`src/rtl/axil_pkg.sv`:
```
// Shared definitions for the AXI-Lite command master: FSM states and response codes.
package axil_pkg;

  typedef enum logic [2:0] {
    IDLE,
    WR_REQ,
    WR_RESP,
    RD_REQ,
    RD_DATA,
    RSP
  } axil_state_e;

  localparam logic [1:0] RESP_OKAY   = 2'b00;
  localparam logic [1:0] RESP_SLVERR = 2'b10;
  localparam logic [2:0] PROT_NONE   = 3'b000;

endpackage

```
`src/rtl/axil_master.sv`:
```
// Single-outstanding AXI-Lite master: turns one command into one AXI read or write
// and returns one response, aborting with SLVERR if the slave stalls too long.
module axil_master
  import axil_pkg::*;
#(
  parameter int ADDR_W  = 21,
  parameter int TIMEOUT = 1024
) (
  input  logic              clk,
  input  logic              rst,

  input  logic              cmd_valid,
  output logic              cmd_ready,
  input  logic              cmd_write,
  input  logic [ADDR_W-1:0] cmd_addr,
  input  logic [31:0]       cmd_wdata,
  input  logic [3:0]        cmd_wstrb,

  output logic              rsp_valid,
  input  logic              rsp_ready,
  output logic [31:0]       rsp_rdata,
  output logic [1:0]        rsp_resp,
  output logic              rsp_timeout,

  output logic              m_axil_awvalid,
  input  logic              m_axil_awready,
  output logic [ADDR_W-1:0] m_axil_awaddr,
  output logic [2:0]        m_axil_awprot,
  output logic              m_axil_wvalid,
  input  logic              m_axil_wready,
  output logic [31:0]       m_axil_wdata,
  output logic [3:0]        m_axil_wstrb,
  input  logic              m_axil_bvalid,
  output logic              m_axil_bready,
  input  logic [1:0]        m_axil_bresp,

  output logic              m_axil_arvalid,
  input  logic              m_axil_arready,
  output logic [ADDR_W-1:0] m_axil_araddr,
  output logic [2:0]        m_axil_arprot,
  input  logic              m_axil_rvalid,
  output logic              m_axil_rready,
  input  logic [31:0]       m_axil_rdata,
  input  logic [1:0]        m_axil_rresp
);

  localparam int              CNT_W    = $clog2(TIMEOUT + 1);
  localparam logic [CNT_W-1:0] CNT_LAST = CNT_W'(TIMEOUT - 1);

  axil_state_e       state_q, state_d;
  logic              awvalid_q, awvalid_d;
  logic              wvalid_q, wvalid_d;
  logic              bready_q, bready_d;
  logic              arvalid_q, arvalid_d;
  logic              rready_q, rready_d;
  logic [ADDR_W-1:0] addr_q, addr_d;
  logic [31:0]       wdata_q, wdata_d;
  logic [3:0]        wstrb_q, wstrb_d;
  logic              rsp_valid_q, rsp_valid_d;
  logic [31:0]       rsp_rdata_q, rsp_rdata_d;
  logic [1:0]        rsp_resp_q, rsp_resp_d;
  logic              rsp_timeout_q, rsp_timeout_d;
  logic [CNT_W-1:0]  cnt_q, cnt_d;

  logic aw_hs, w_hs, b_hs, ar_hs, r_hs, any_hs, waiting;

  assign aw_hs   = awvalid_q & m_axil_awready;
  assign w_hs    = wvalid_q & m_axil_wready;
  assign b_hs    = bready_q & m_axil_bvalid;
  assign ar_hs   = arvalid_q & m_axil_arready;
  assign r_hs    = rready_q & m_axil_rvalid;
  assign any_hs  = aw_hs | w_hs | b_hs | ar_hs | r_hs;
  assign waiting = (state_q == WR_REQ) || (state_q == WR_RESP) ||
                   (state_q == RD_REQ) || (state_q == RD_DATA);

  always_comb begin
    state_d       = state_q;
    awvalid_d     = awvalid_q;
    wvalid_d      = wvalid_q;
    bready_d      = bready_q;
    arvalid_d     = arvalid_q;
    rready_d      = rready_q;
    addr_d        = addr_q;
    wdata_d       = wdata_q;
    wstrb_d       = wstrb_q;
    rsp_valid_d   = rsp_valid_q;
    rsp_rdata_d   = rsp_rdata_q;
    rsp_resp_d    = rsp_resp_q;
    rsp_timeout_d = rsp_timeout_q;
    cnt_d         = cnt_q;

    case (state_q)
      IDLE: begin
        if (cmd_valid) begin
          addr_d  = cmd_addr;
          wdata_d = cmd_wdata;
          wstrb_d = cmd_wstrb;
          cnt_d   = '0;
          if (cmd_write) begin
            state_d   = WR_REQ;
            awvalid_d = 1'b1;
            wvalid_d  = 1'b1;
          end else begin
            state_d   = RD_REQ;
            arvalid_d = 1'b1;
          end
        end
      end
      WR_REQ: begin
        if (aw_hs) awvalid_d = 1'b0;
        if (w_hs)  wvalid_d  = 1'b0;
        // A channel whose valid is already low finished its handshake earlier.
        if ((aw_hs || !awvalid_q) && (w_hs || !wvalid_q)) begin
          state_d  = WR_RESP;
          bready_d = 1'b1;
        end
      end
      WR_RESP: begin
        if (b_hs) begin
          bready_d      = 1'b0;
          rsp_valid_d   = 1'b1;
          rsp_rdata_d   = '0;
          rsp_resp_d    = m_axil_bresp;
          rsp_timeout_d = 1'b0;
          state_d       = RSP;
        end
      end
      RD_REQ: begin
        if (ar_hs) begin
          arvalid_d = 1'b0;
          rready_d  = 1'b1;
          state_d   = RD_DATA;
        end
      end
      RD_DATA: begin
        if (r_hs) begin
          rready_d      = 1'b0;
          rsp_valid_d   = 1'b1;
          rsp_rdata_d   = m_axil_rdata;
          rsp_resp_d    = m_axil_rresp;
          rsp_timeout_d = 1'b0;
          state_d       = RSP;
        end
      end
      RSP: begin
        if (rsp_ready) begin
          rsp_valid_d = 1'b0;
          state_d     = IDLE;
        end
      end
      default: state_d = IDLE;
    endcase

    // Every exit from a waiting state is a handshake, so clearing on handshake
    // also covers state entry; a handshake on the last cycle beats the abort.
    if (waiting) begin
      if (any_hs) begin
        cnt_d = '0;
      end else if (cnt_q == CNT_LAST) begin
        awvalid_d     = 1'b0;
        wvalid_d      = 1'b0;
        bready_d      = 1'b0;
        arvalid_d     = 1'b0;
        rready_d      = 1'b0;
        rsp_valid_d   = 1'b1;
        rsp_rdata_d   = '0;
        rsp_resp_d    = RESP_SLVERR;
        rsp_timeout_d = 1'b1;
        cnt_d         = '0;
        state_d       = RSP;
      end else begin
        cnt_d = cnt_q + CNT_W'(1);
      end
    end
  end

  always_ff @(posedge clk or negedge rst) begin
    if (!rst) begin
      state_q       <= IDLE;
      awvalid_q     <= 1'b0;
      wvalid_q      <= 1'b0;
      bready_q      <= 1'b0;
      arvalid_q     <= 1'b0;
      rready_q      <= 1'b0;
      addr_q        <= '0;
      wdata_q       <= '0;
      wstrb_q       <= '0;
      rsp_valid_q   <= 1'b0;
      rsp_rdata_q   <= '0;
      rsp_resp_q    <= RESP_OKAY;
      rsp_timeout_q <= 1'b0;
      cnt_q         <= '0;
    end else begin
      state_q       <= state_d;
      awvalid_q     <= awvalid_d;
      wvalid_q      <= wvalid_d;
      bready_q      <= bready_d;
      arvalid_q     <= arvalid_d;
      rready_q      <= rready_d;
      addr_q        <= addr_d;
      wdata_q       <= wdata_d;
      wstrb_q       <= wstrb_d;
      rsp_valid_q   <= rsp_valid_d;
      rsp_rdata_q   <= rsp_rdata_d;
      rsp_resp_q    <= rsp_resp_d;
      rsp_timeout_q <= rsp_timeout_d;
      cnt_q         <= cnt_d;
    end
  end

  assign cmd_ready      = (state_q == IDLE);
  assign rsp_valid      = rsp_valid_q;
  assign rsp_rdata      = rsp_rdata_q;
  assign rsp_resp       = rsp_resp_q;
  assign rsp_timeout    = rsp_timeout_q;

  assign m_axil_awvalid = awvalid_q;
  assign m_axil_awaddr  = addr_q;
  assign m_axil_awprot  = PROT_NONE;
  assign m_axil_wvalid  = wvalid_q;
  assign m_axil_wdata   = wdata_q;
  assign m_axil_wstrb   = wstrb_q;
  assign m_axil_bready  = bready_q;
  assign m_axil_arvalid = arvalid_q;
  assign m_axil_araddr  = addr_q;
  assign m_axil_arprot  = PROT_NONE;
  assign m_axil_rready  = rready_q;

endmodule

```
`config.mk`:
```
export PLATFORM = sky130hd
export DESIGN_NAME = axil_master
export DESIGN_NICKNAME = d
export VERILOG_FILES = /design/src/rtl/axil_pkg.sv /design/src/rtl/axil_master.sv
export SDC_FILE = /design/constraint.sdc
export NUM_CORES = 1
export LEC_CHECK = 0
export CAP_MARGIN = 5
export CORE_UTILIZATION = 45
export DETAILED_ROUTE_END_ITERATION = 7
export GPL_TIMING_DRIVEN = 0
export PLACE_DENSITY = 0.86
export SLEW_MARGIN = 5
export SYNTH_ARGS = -nofsm -noshare
export SYNTH_HDL_FRONTEND = slang
export SYNTH_SLANG_ARGS = --single-unit
export TNS_END_PERCENT = 5
```
`constraint.sdc`:
```
create_clock -name clk -period 3.25 [get_ports clk]
set_input_delay 0.4875 -clock clk [delete_from_list [all_inputs] [get_ports clk]]
set_output_delay 0.4875 -clock clk [all_outputs]
set_load 0.005 [all_outputs]
```
==> flow_summary_export.csv <==
group,metric,value,unit
finish,nNetsFinal,749,
sta,fin_ws,0.840,ns
synthesis,async_flop_share,100,%
route,num_vias,4123,
synthesis,ys_warn_count,0,
power,leakage,3.26,nW
outcome,status,"finished clean",
placed_design,post-place-ws,0.751,ns
placed_design,io_buffers,222,
clock_tree,cts_max_level,3,
finish,layout_common_cells,"clkdlybuf4s50_1, dfrtp_1, mux2_2",
sta,fin_crit_sh,74.2,%
clock_tree,clk_pin_slew_worst_paths,0.11,ns
placed_design,globalplace.congestion,0.801,
clock_tree,cts_tree,"yes",
worst_setup_path,cp-endpoint,"cmd_ready",
worst_setup_path,crit_chain,"buf_2 -> or3_4 -> inv_2 -> clkdlybuf4s50_1",
worst_setup_path,cp-start-kind,"flip-flop",
sta,period_minus_slack,2.41,ns
worst_setup_path,r2r-end,"rsp_rdata[10]",
worst_setup_path,crit_fanout,9,
sta,finalHoldViolCount,0,
worst_setup_path,startpoint,"state_q[1]",
sta,setup_violations,0,
power,power_density,794,mW/mm2
synthesis,seq_area_frac_synth,56.9,%
sta,slew_headroom,60.3,%
route,wl_per_cell,16.9,um
worst_hold_path,hold_class,"flip-flop to flip-flop",
clock_tree,cts_buffer_depth,2,
sta,worst_pin_slew,0.588,ns
floorplanning,chipWidth,107,um
clock_tree,clkSinkCount,112,
finish,fillerInstances,750,
synthesis,synth_flop_cell,"dfrtp_1",
sta,skew,0.0197,ns
worst_setup_path,cp.arrival,1.92,ns
finish,final_common_cell,"clkdlybuf4s50_1",
finish,area_growth,53.7,%
sta,drv_slew,0,
power,irDropWorstVdd,469,uV
grt,grt_antenna_before_repair,0,
floorplanning,start_util,47.1,%
worst_setup_path,critPathKind,"flip-flop to output pin",
grt,grt_pass1_vias,4170,
floorplanning,ios,229,
route,drt_wl_total,13.3,mm
synthesis,synth_area_per_cell,12.2,um2
route,vias_per_cell,5.25,
finish,final_cell_area,0.00758,mm2
job,max_cap_violations,0,
placed_design,place_hpwl,10.2,mm
grt,grt_first_pass_wirelength,20.8,mm
clock_tree,post_cts.repair.setup_buffers,0,
worst_setup_path,r2r-start,"cnt_q[0]",
floorplanning,dieArea,0.0114,mm2
sta,rsz0062_at_grt,"no",
worst_setup_path,r2r_slack,1.08,ns
grt,grt_overflow,0,
finish,utilization,72.4,%
worst_setup_path,reg2regPathDepth,7,
route,drcViolationCount,0,
synthesis,syn-cell-area,0.00493,mm2
clock_tree,cts_resized,0,
worst_setup_path,required,2.76,ns
grt,grtUsageTotal,23.3,%
synthesis,ys_ff_latch,112,
clock_tree,cts_root_buf,"clkbuf_8",
worst_setup_path,slowest_delay,0.52,ns
clock_tree,clkLatencyLatePin,0.37,ns
floorplanning,die_y,107,um
route,ant_nets,0,
synthesis,synth_edf_count,0,
synthesis,synthCells,405,
placed_design,placed_cell_area,0.00737,mm2
floorplanning,num_rows,37,
synthesis,ys_types,55,
worst_setup_path,end_kind,"output pin",
finish,drive_gt1_share,18.0,%
grt,grt_start_max_net_pins,96,
clock_tree,postCtsHoldBufs,1,
sta,fmax,415,MHz
floorplanning,core,0.0105,mm2
worst_setup_path,crit_path_top_delay_cell,"clkdlybuf4s50_1",
finish,diodes,0,
route,drt-pass1-iter-count,7,
clock_tree,cts_buffers,9,
sta,setup_tns,0,ns
route,drt_iter0_drc,237,
routing by layer:
metal	GRT usage, %	part of all wire, %	vias up
li1	-	-	1901
met2	43.9	54	182
met1	26.0	37	2013
met3	4.56	6.5	27
met5	0	0	-
met4	8.41	2.5	0
through the flow:
step | instances | power [mW] | hold WS, ns
finish | 786 | 6.02 | 0.484
global route | 786 | 6.37 | 0.525
CTS | 786 | 6.06 | 0.489
detailed placement | 769 | 5.25 | 0.337
global placement | 768 | 5.11 | 0.463
floorplan | 410 | 3.51 | 0.192
cell usage after synthesis, drive strengths merged (2+ instances only):
library cell,count,area [um2]
dfrtp,112,2800
mux2,57,642
buf,44,352
nor2,43,169
a22oi,34,255
nand2,15,56.3
o21ai,12,60.1
inv,8,30.0
a21oi,7,35.0
a22o,6,52.6
clkbuf,6,22.5
a31oi,5,31.3
nand3,5,25.0
and2,4,25.0
nand4,4,31.3
nor3,4,20.0
a2bb2oi,3,32.5
a21o,2,15.0
a311o,2,20.0
and4,2,17.5
nand2b,2,12.5
nor2b,2,12.5
nor3b,2,15.0
o22ai,2,12.5
or3,2,17.5
or4,2,15.0
area by class of cell:
class                           instances  area [um2]  share of cell area [%]
Buffer                                 50         374                    4.94
Tap cell                              136         170                    2.25
Clock buffer                           10         138                    1.82
Timing Repair Buffer                  224        2260                    29.8
Inverter                                8        30.0                   0.396
Multi-Input combinational cell        240        1740                    23.0
Clock inverter                          6        61.3                   0.809
Sequential cell                       112        2800                    37.0
sequential cells by signal, indices dropped and copies added, names as in the netlist:
name / flops
m_axil_wdata: 32
rsp_rdata: 32
m_axil_araddr: 21
cnt_q: 11
m_axil_wstrb: 4
state_q: 3
rsp_resp: 2
m_axil_arvalid: 1
m_axil_awvalid: 1
m_axil_bready: 1
m_axil_rready: 1
m_axil_wvalid: 1
rsp_timeout: 1
rsp_valid: 1
power by group:
part | total (mW) | internal, mW | switching [mW]
sequential | 2.25 | 1.91 | 0.346
combinational | 2.95 | 1.95 | 0.999
clock | 0.816 | 0.319 | 0.497
worst min-delay path by stage:
| stage | startpoint | end | slack (ns) | depth (start not counted) |
|---|---|---|---|---|
| CTS | rsp_timeout | rsp_timeout | 0.49 | 1 |
| global route | rst | m_axil_araddr[14] | 0.53 | 2 |
| detailed placement | rst | m_axil_araddr[14] | 0.34 | 1 |
| floorplan | rst | cnt_q[0] | 0.19 | 0 |
| finish | rsp_timeout | rsp_timeout | 0.48 | 1 |
| global placement | rsp_timeout | rsp_timeout | 0.46 | 1 |
critical path: cells and delay by family, from the launching register on:
family	cells	cell delay [ns]
buffers and inverters	3	0.76
AND/OR/NAND/NOR	1	0.43
flip-flops	1	0.37
cell families after synthesis:
logic type      count (synthesis)  share of synthesized area [%]
compound gates                 83                           12.2
xor+xnor                        1                          0.178
fa+ha+maj                       1                          0.254
buf+inv                        58                           8.20
flops                         112                           56.9
mux                            57                           13.0
other cells                     1                         0.0761
simple gates                   92                           9.24
No activity file was read; power rests on OpenSTA's default activity.
